### config.mk
export PLATFORM = sky130hd
export DESIGN_NAME = exe_mul_sequencer
export DESIGN_NICKNAME = d
export VERILOG_FILES = /design/src/rtl/exe_mul_sequencer.sv
export SDC_FILE = /design/constraint.sdc
export NUM_CORES = 1
export LEC_CHECK = 0
export BUFFER_PORTS_ARGS = -buffer_cell sky130_fd_sc_hd__clkbuf_2
export CORE_MARGIN = 10
export CORE_UTILIZATION = 45
export DETAILED_ROUTE_END_ITERATION = 6
export GPL_TIMING_DRIVEN = 0
export HOLD_SLACK_MARGIN = 0.1
export PLACE_DENSITY = 0.84
export SYNTH_ARGS = -nofsm -noshare
export SYNTH_HDL_FRONTEND = slang
export SYNTH_SLANG_ARGS = --single-unit
### constraint.sdc
create_clock -name clk -period 4.9 [get_ports clk]
set_input_delay 0.735 -clock clk [delete_from_list [all_inputs] [get_ports clk]]
set_output_delay 0.735 -clock clk [all_outputs]
set_load 0.01 [all_outputs]
### src/rtl/exe_mul_sequencer.sv
// -----------------------------------------------------------------------------
// exe_mul_sequencer
//
// Shares the EXE-stage ALU between ordinary pipeline traffic and an iterative
// shift-add multiply (ARM MUL, low WIDTH bits of the product). In IDLE the
// pipeline operands and command go straight through to the ALU. A multiply
// request stalls the pipeline, borrows the ALU for its add steps, then
// presents the product alongside a one-cycle done pulse.
//
// Optional build macro:
//   EXE_MUL_EARLY_TERM_EN - stop iterating as soon as the remaining multiplier
//                           bits are all zero; a zero multiplier skips RUN.
//                           Undefined: always WIDTH iterations.
//
// Ports:
//   clk       in   rising-edge clock
//   rst       in   asynchronous active-high reset
//   start     in   multiply request (sampled in IDLE only)
//   flush     in   synchronous abort (branch taken)
//   mul_a     in   multiplicand
//   mul_b     in   multiplier
//   pipe_cmd  in   pipeline EXE_CMD
//   pipe_a    in   pipeline Val_Rn
//   pipe_b    in   pipeline Val2
//   alu_res   in   ALU result
//   alu_cmd   out  command to ALU
//   alu_a     out  ALU operand a
//   alu_b     out  ALU operand b
//   freeze    out  pipeline stall
//   busy      out  high while iterating
//   done      out  one-cycle product-valid pulse
//   mul_res   out  product, valid while done=1
// -----------------------------------------------------------------------------
module exe_mul_sequencer #(
  parameter int         WIDTH   = 32,
  parameter int         CNT_W   = 6,
  parameter logic [3:0] CMD_ADD = 4'b0010
) (
  input  logic             clk,
  input  logic             rst,
  input  logic             start,
  input  logic             flush,
  input  logic [WIDTH-1:0] mul_a,
  input  logic [WIDTH-1:0] mul_b,
  input  logic [3:0]       pipe_cmd,
  input  logic [WIDTH-1:0] pipe_a,
  input  logic [WIDTH-1:0] pipe_b,
  input  logic [WIDTH-1:0] alu_res,
  output logic [3:0]       alu_cmd,
  output logic [WIDTH-1:0] alu_a,
  output logic [WIDTH-1:0] alu_b,
  output logic             freeze,
  output logic             busy,
  output logic             done,
  output logic [WIDTH-1:0] mul_res
);

  typedef enum logic [1:0] {
    IDLE = 2'd0,
    RUN  = 2'd1,
    DONE = 2'd2
  } state_t;

  localparam logic [CNT_W-1:0] LAST_CNT = CNT_W'(WIDTH - 1);

  state_t           state;
  logic [WIDTH-1:0] acc;
  logic [WIDTH-1:0] mcand;
  logic [WIDTH-1:0] mplier;
  logic [CNT_W-1:0] cnt;
  logic             last_iter;
  logic             skip_run;

`ifdef EXE_MUL_EARLY_TERM_EN
  // Once the multiplier bits still to be consumed are all zero, further adds
  // would only add zero, so the current step is the last useful one.
  assign last_iter = (cnt == LAST_CNT) || ((mplier >> 1) == '0);
  assign skip_run  = (mul_b == '0);
`else
  assign last_iter = (cnt == LAST_CNT);
  assign skip_run  = 1'b0;
`endif

  // ALU operand mux: pass-through except while iterating.
  always_comb begin
    alu_cmd = pipe_cmd;
    alu_a   = pipe_a;
    alu_b   = pipe_b;
    if (state == RUN) begin
      alu_cmd = CMD_ADD;
      alu_a   = acc;
      alu_b   = mplier[0] ? mcand : '0;
    end
  end

  // The requesting instruction must hold in the very cycle it asks, so the
  // stall follows start combinationally while idle.
  always_comb begin
    freeze = 1'b0;
    if (state == IDLE) begin
      freeze = start;
    end else if (state == RUN) begin
      freeze = 1'b1;
    end
  end

  always_ff @(posedge clk or posedge rst) begin
    if (rst) begin
      state   <= IDLE;
      acc     <= '0;
      mcand   <= '0;
      mplier  <= '0;
      cnt     <= '0;
      busy    <= 1'b0;
      done    <= 1'b0;
      mul_res <= '0;
    end else begin
      done <= 1'b0;
      case (state)
        IDLE: begin
          if (start && !flush) begin
            mcand  <= mul_a;
            mplier <= mul_b;
            acc    <= '0;
            cnt    <= '0;
            if (skip_run) begin
              state   <= DONE;
              done    <= 1'b1;
              mul_res <= '0;
            end else begin
              state <= RUN;
              busy  <= 1'b1;
            end
          end
        end

        RUN: begin
          if (flush) begin
            state <= IDLE;
            acc   <= '0;
            busy  <= 1'b0;
          end else begin
            acc    <= alu_res;
            mcand  <= mcand << 1;
            mplier <= mplier >> 1;
            cnt    <= cnt + CNT_W'(1);
            if (last_iter) begin
              state   <= DONE;
              busy    <= 1'b0;
              done    <= 1'b1;
              // alu_res is the value acc takes at this edge, i.e. the product.
              mul_res <= alu_res;
            end
          end
        end

        DONE: begin
          state <= IDLE;
        end

        default: begin
          state <= IDLE;
          busy  <= 1'b0;
        end
      endcase
    end
  end

endmodule
==> impl_metrics.csv <==
group,metric,value,unit
global_routing,busiest_layer,"met2",
setup_path,end_kind,"output port",
timing,finalSetupViolCount,0,
setup_path,max_stage_delay,0.47,ns
setup_path,regToRegSetupSlack,2.75,ns
setup_path,arrival,2.58,ns
routing,final_antenna_net_count,0,
finish,mostFrequentLayoutCells,"clkbuf_2 (273), dfrtp_1 (138), o21ai_0 (129)",
timing,period_needed,3.312,ns
synthesis,synth-seq-cells,138,
synthesis,synth_nets,787,
place,port_buffers,270,
global_routing,grtUsageTotal,21.14,%
floorplanning,start_util,45.54,%
power_and_ir_drop,vdd_ir_drop_max,0.2398,mV
place,post-place-ws,1.893,ns
finish,seq_area,0.003453,mm²
power_and_ir_drop,p_leak,4.593,nW
global_routing,grt_max_degree,77,
place,gp_congestion,0.8663,
setup_path,path_cells,"nand2b_1, buf_2, buf_2, buf_1, nand2_1, o21ai_0, clkbuf_2",
finish,final_cell_area,0.008737,mm²
routing,routedWlPerCell,19.61,µm
finish,syn_to_final_growth,33.52,%
clocking,clkSinkCount,138,
power_and_ir_drop,power,3.284,mW
finish,final_util,60.81,%
finish,nNetsFinal,1077,
synthesis,synth.area.top_cells,"dfrtp_1 (53%), mux2_2 (11%), o21ai_0 (9.9%)",
floorplanning,rows,44,
global_routing,grt_pass1_wl,33.84,mm
place,place_area,0.008158,mm²
clocking,cts.reportedPaths.clkPinSlew,0.06,ns
synthesis,synth_area_leader_cell,"dfrtp_1",
timing,fin_crit_sh,67.59,%
global_routing,met1_usage,24.02,%
worst_hold_path,hp-class,"in -> async",
finish,multi_input_area,0.002844,mm²
status,status,"finished clean",
routing,drcViolationCount,0,
global_routing,grt_use_met2,35.12,%
finish,fillers,1249,
timing,clock_skew,0.006663,ns
timing,maxSlewHeadroom,32.41,%
setup_path,rr_endpoint,"mplier[16]",
finish,drive_above_1_share,41.69,%
floorplanning,die_y,140.6,µm
clocking,cts_resized,0,
timing,worst_pin_slew,1.011,ns
synthesis,yosys.cell_types.count,33,
routing,viasPerCell,5.454,
synthesis,async_flop_share,100.0,%
floorplanning,core-area,0.01437,mm²
global_routing,grt_overflow,0,
place,placed_cells,1073,
global_routing,antenna_found_initial,1,
finish,stdcell_count,1105,
synthesis,synth_top_cell_area_share,52.77,%
setup_path,crit_family,"buffers and inverters",
timing,rsz0062_at_grt,"no",
floorplanning,die_w,140.6,µm
synthesis,synthCells,618,
floorplanning,ios,271,
timing,setup_tns,0,ns
run,drv_cap,0,
timing,clock.fmax,0.3019,GHz
clocking,clock_latency,0.42,ns
clocking,ctsRootBufferMaster,"clkbuf_16",
setup_path,crit_fanout,10,
routing,vias,6027,
clocking,cts_made_buffers,17,
setup_path,critPathSlowestCell,"buf_1",
setup_path,critPathKind,"reg -> out",
setup_path,crit_top_cell,"buf_2",
routing,routed_wl,21.67,mm
clocking,htree_levels,4,
timing,drv_slew,0,
finish,layout_commonest_cell,"clkbuf_2",
routing,drtIter0Drc,316,
synthesis,synth_edf_count,0,
routing,first_pass_iters,5,
synthesis,yosysWarnings,0,
floorplanning,die_area,0.01977,mm²
power_and_ir_drop,powerDensity,375.8,mW/mm²
synthesis,synth_area_per_cell,10.59,µm²
setup_path,worst_setup_path_start_kind,"register",
setup_path,r2r_cells,6,
global_routing,grt_util_met3,8.868,%
place,hpwlAfterDp,16.50,mm
clocking,post_cts_buffers,0,
timing,setup_ws,1.588,ns
clocking,cts_hold_buf,0,
synthesis,synthFlopType,"dfrtp_1",
synthesis,synth_area,0.006544,mm²
clocking,cts_tree,"yes",
timing,hold_viol,0,
timing,whs,0.4119,ns
global_routing,first_global_vias,6453,
finish,diodes,0,
setup_path,r2r-start,"state[1]",
setup_path,cp.required,4.16,ns
clocking,cts_buffer_depth,2,
setup_path,worst-path-buf-inv,4,
synthesis,ys_seq_area_share,52.77,%
==> power breakdown <==
group	internal [mW]	total, mW	switching (mW)
Sequential	1.29	1.39	0.101
Combinational	0.269	0.626	0.357
Clock	0.772	1.27	0.499
==> kinds of logic (layout without fill, tap and decap cells) <==
kind of cell	after synthesis	count (layout)	share of synthesized area [%]
mux	98	98	16.21
compound gates	200	200	18.62
fa+ha+maj	1	1	0.1912
flops	138	138	52.77
simple gates	124	124	8.432
buf+inv	57	360	3.766
==> area by class of cell <==
cell class	instances	share of cell area (%)
Clock inverter	12	1.403
Multi-Input combinational cell	423	32.55
Inverter	3	0.1862
Timing Repair Buffer	271	15.78
Tap cell	184	2.635
Sequential cell	138	39.52
Clock buffer	20	5.227
Buffer	54	2.692
==> worst register-to-register path, stage by stage (launching register included) <==
cell and delay [ns]:
dfrtp_1 0.46, nand2b_1 0.14, buf_2 0.23, buf_2 0.37
buf_1 0.45, mux2i_1 0.27, o21ai_0 0.11
==> state kept, by name, indices dropped and copies added (netlist names) <==
name and flops:
acc 32, busy 1, done 1, mul_res 32
state 2, cnt 6, mplier 32, mcand 32
==> worst max path at each step <==
stage,from,to,depth (start not counted)
after floorplan,rst,acc[0],1
after global placement,rst,mplier[7],2
after detailed placement,start,freeze,6
after CTS,state[1],alu_b[1],7
after global routing,state[1],alu_b[1],7
final,state[1],alu_b[1],7
==> per-layer routing <==
layer  vias to the layer above  routed length [µm]
met5                         -                  14
met2                       285               10490
li1                       2806                   -
met1                      2908                8460
met3                        26                2358
met4                         2                 350
==> synthesized netlist by cell type (all sizes together), types with 2 or more instances <==
master,instances
dfrtp,138
o21ai,129
nand2,98
mux2,64
clkbuf,42
a22o,35
mux2i,34
a22oi,30
buf,12
nand2b,5
and2,3
inv,3
nor2,3
a21oi,2
nor3,2
nor4,2
o31ai,2
or2,2
or4,2
Power figures use the tool's default switching activity.
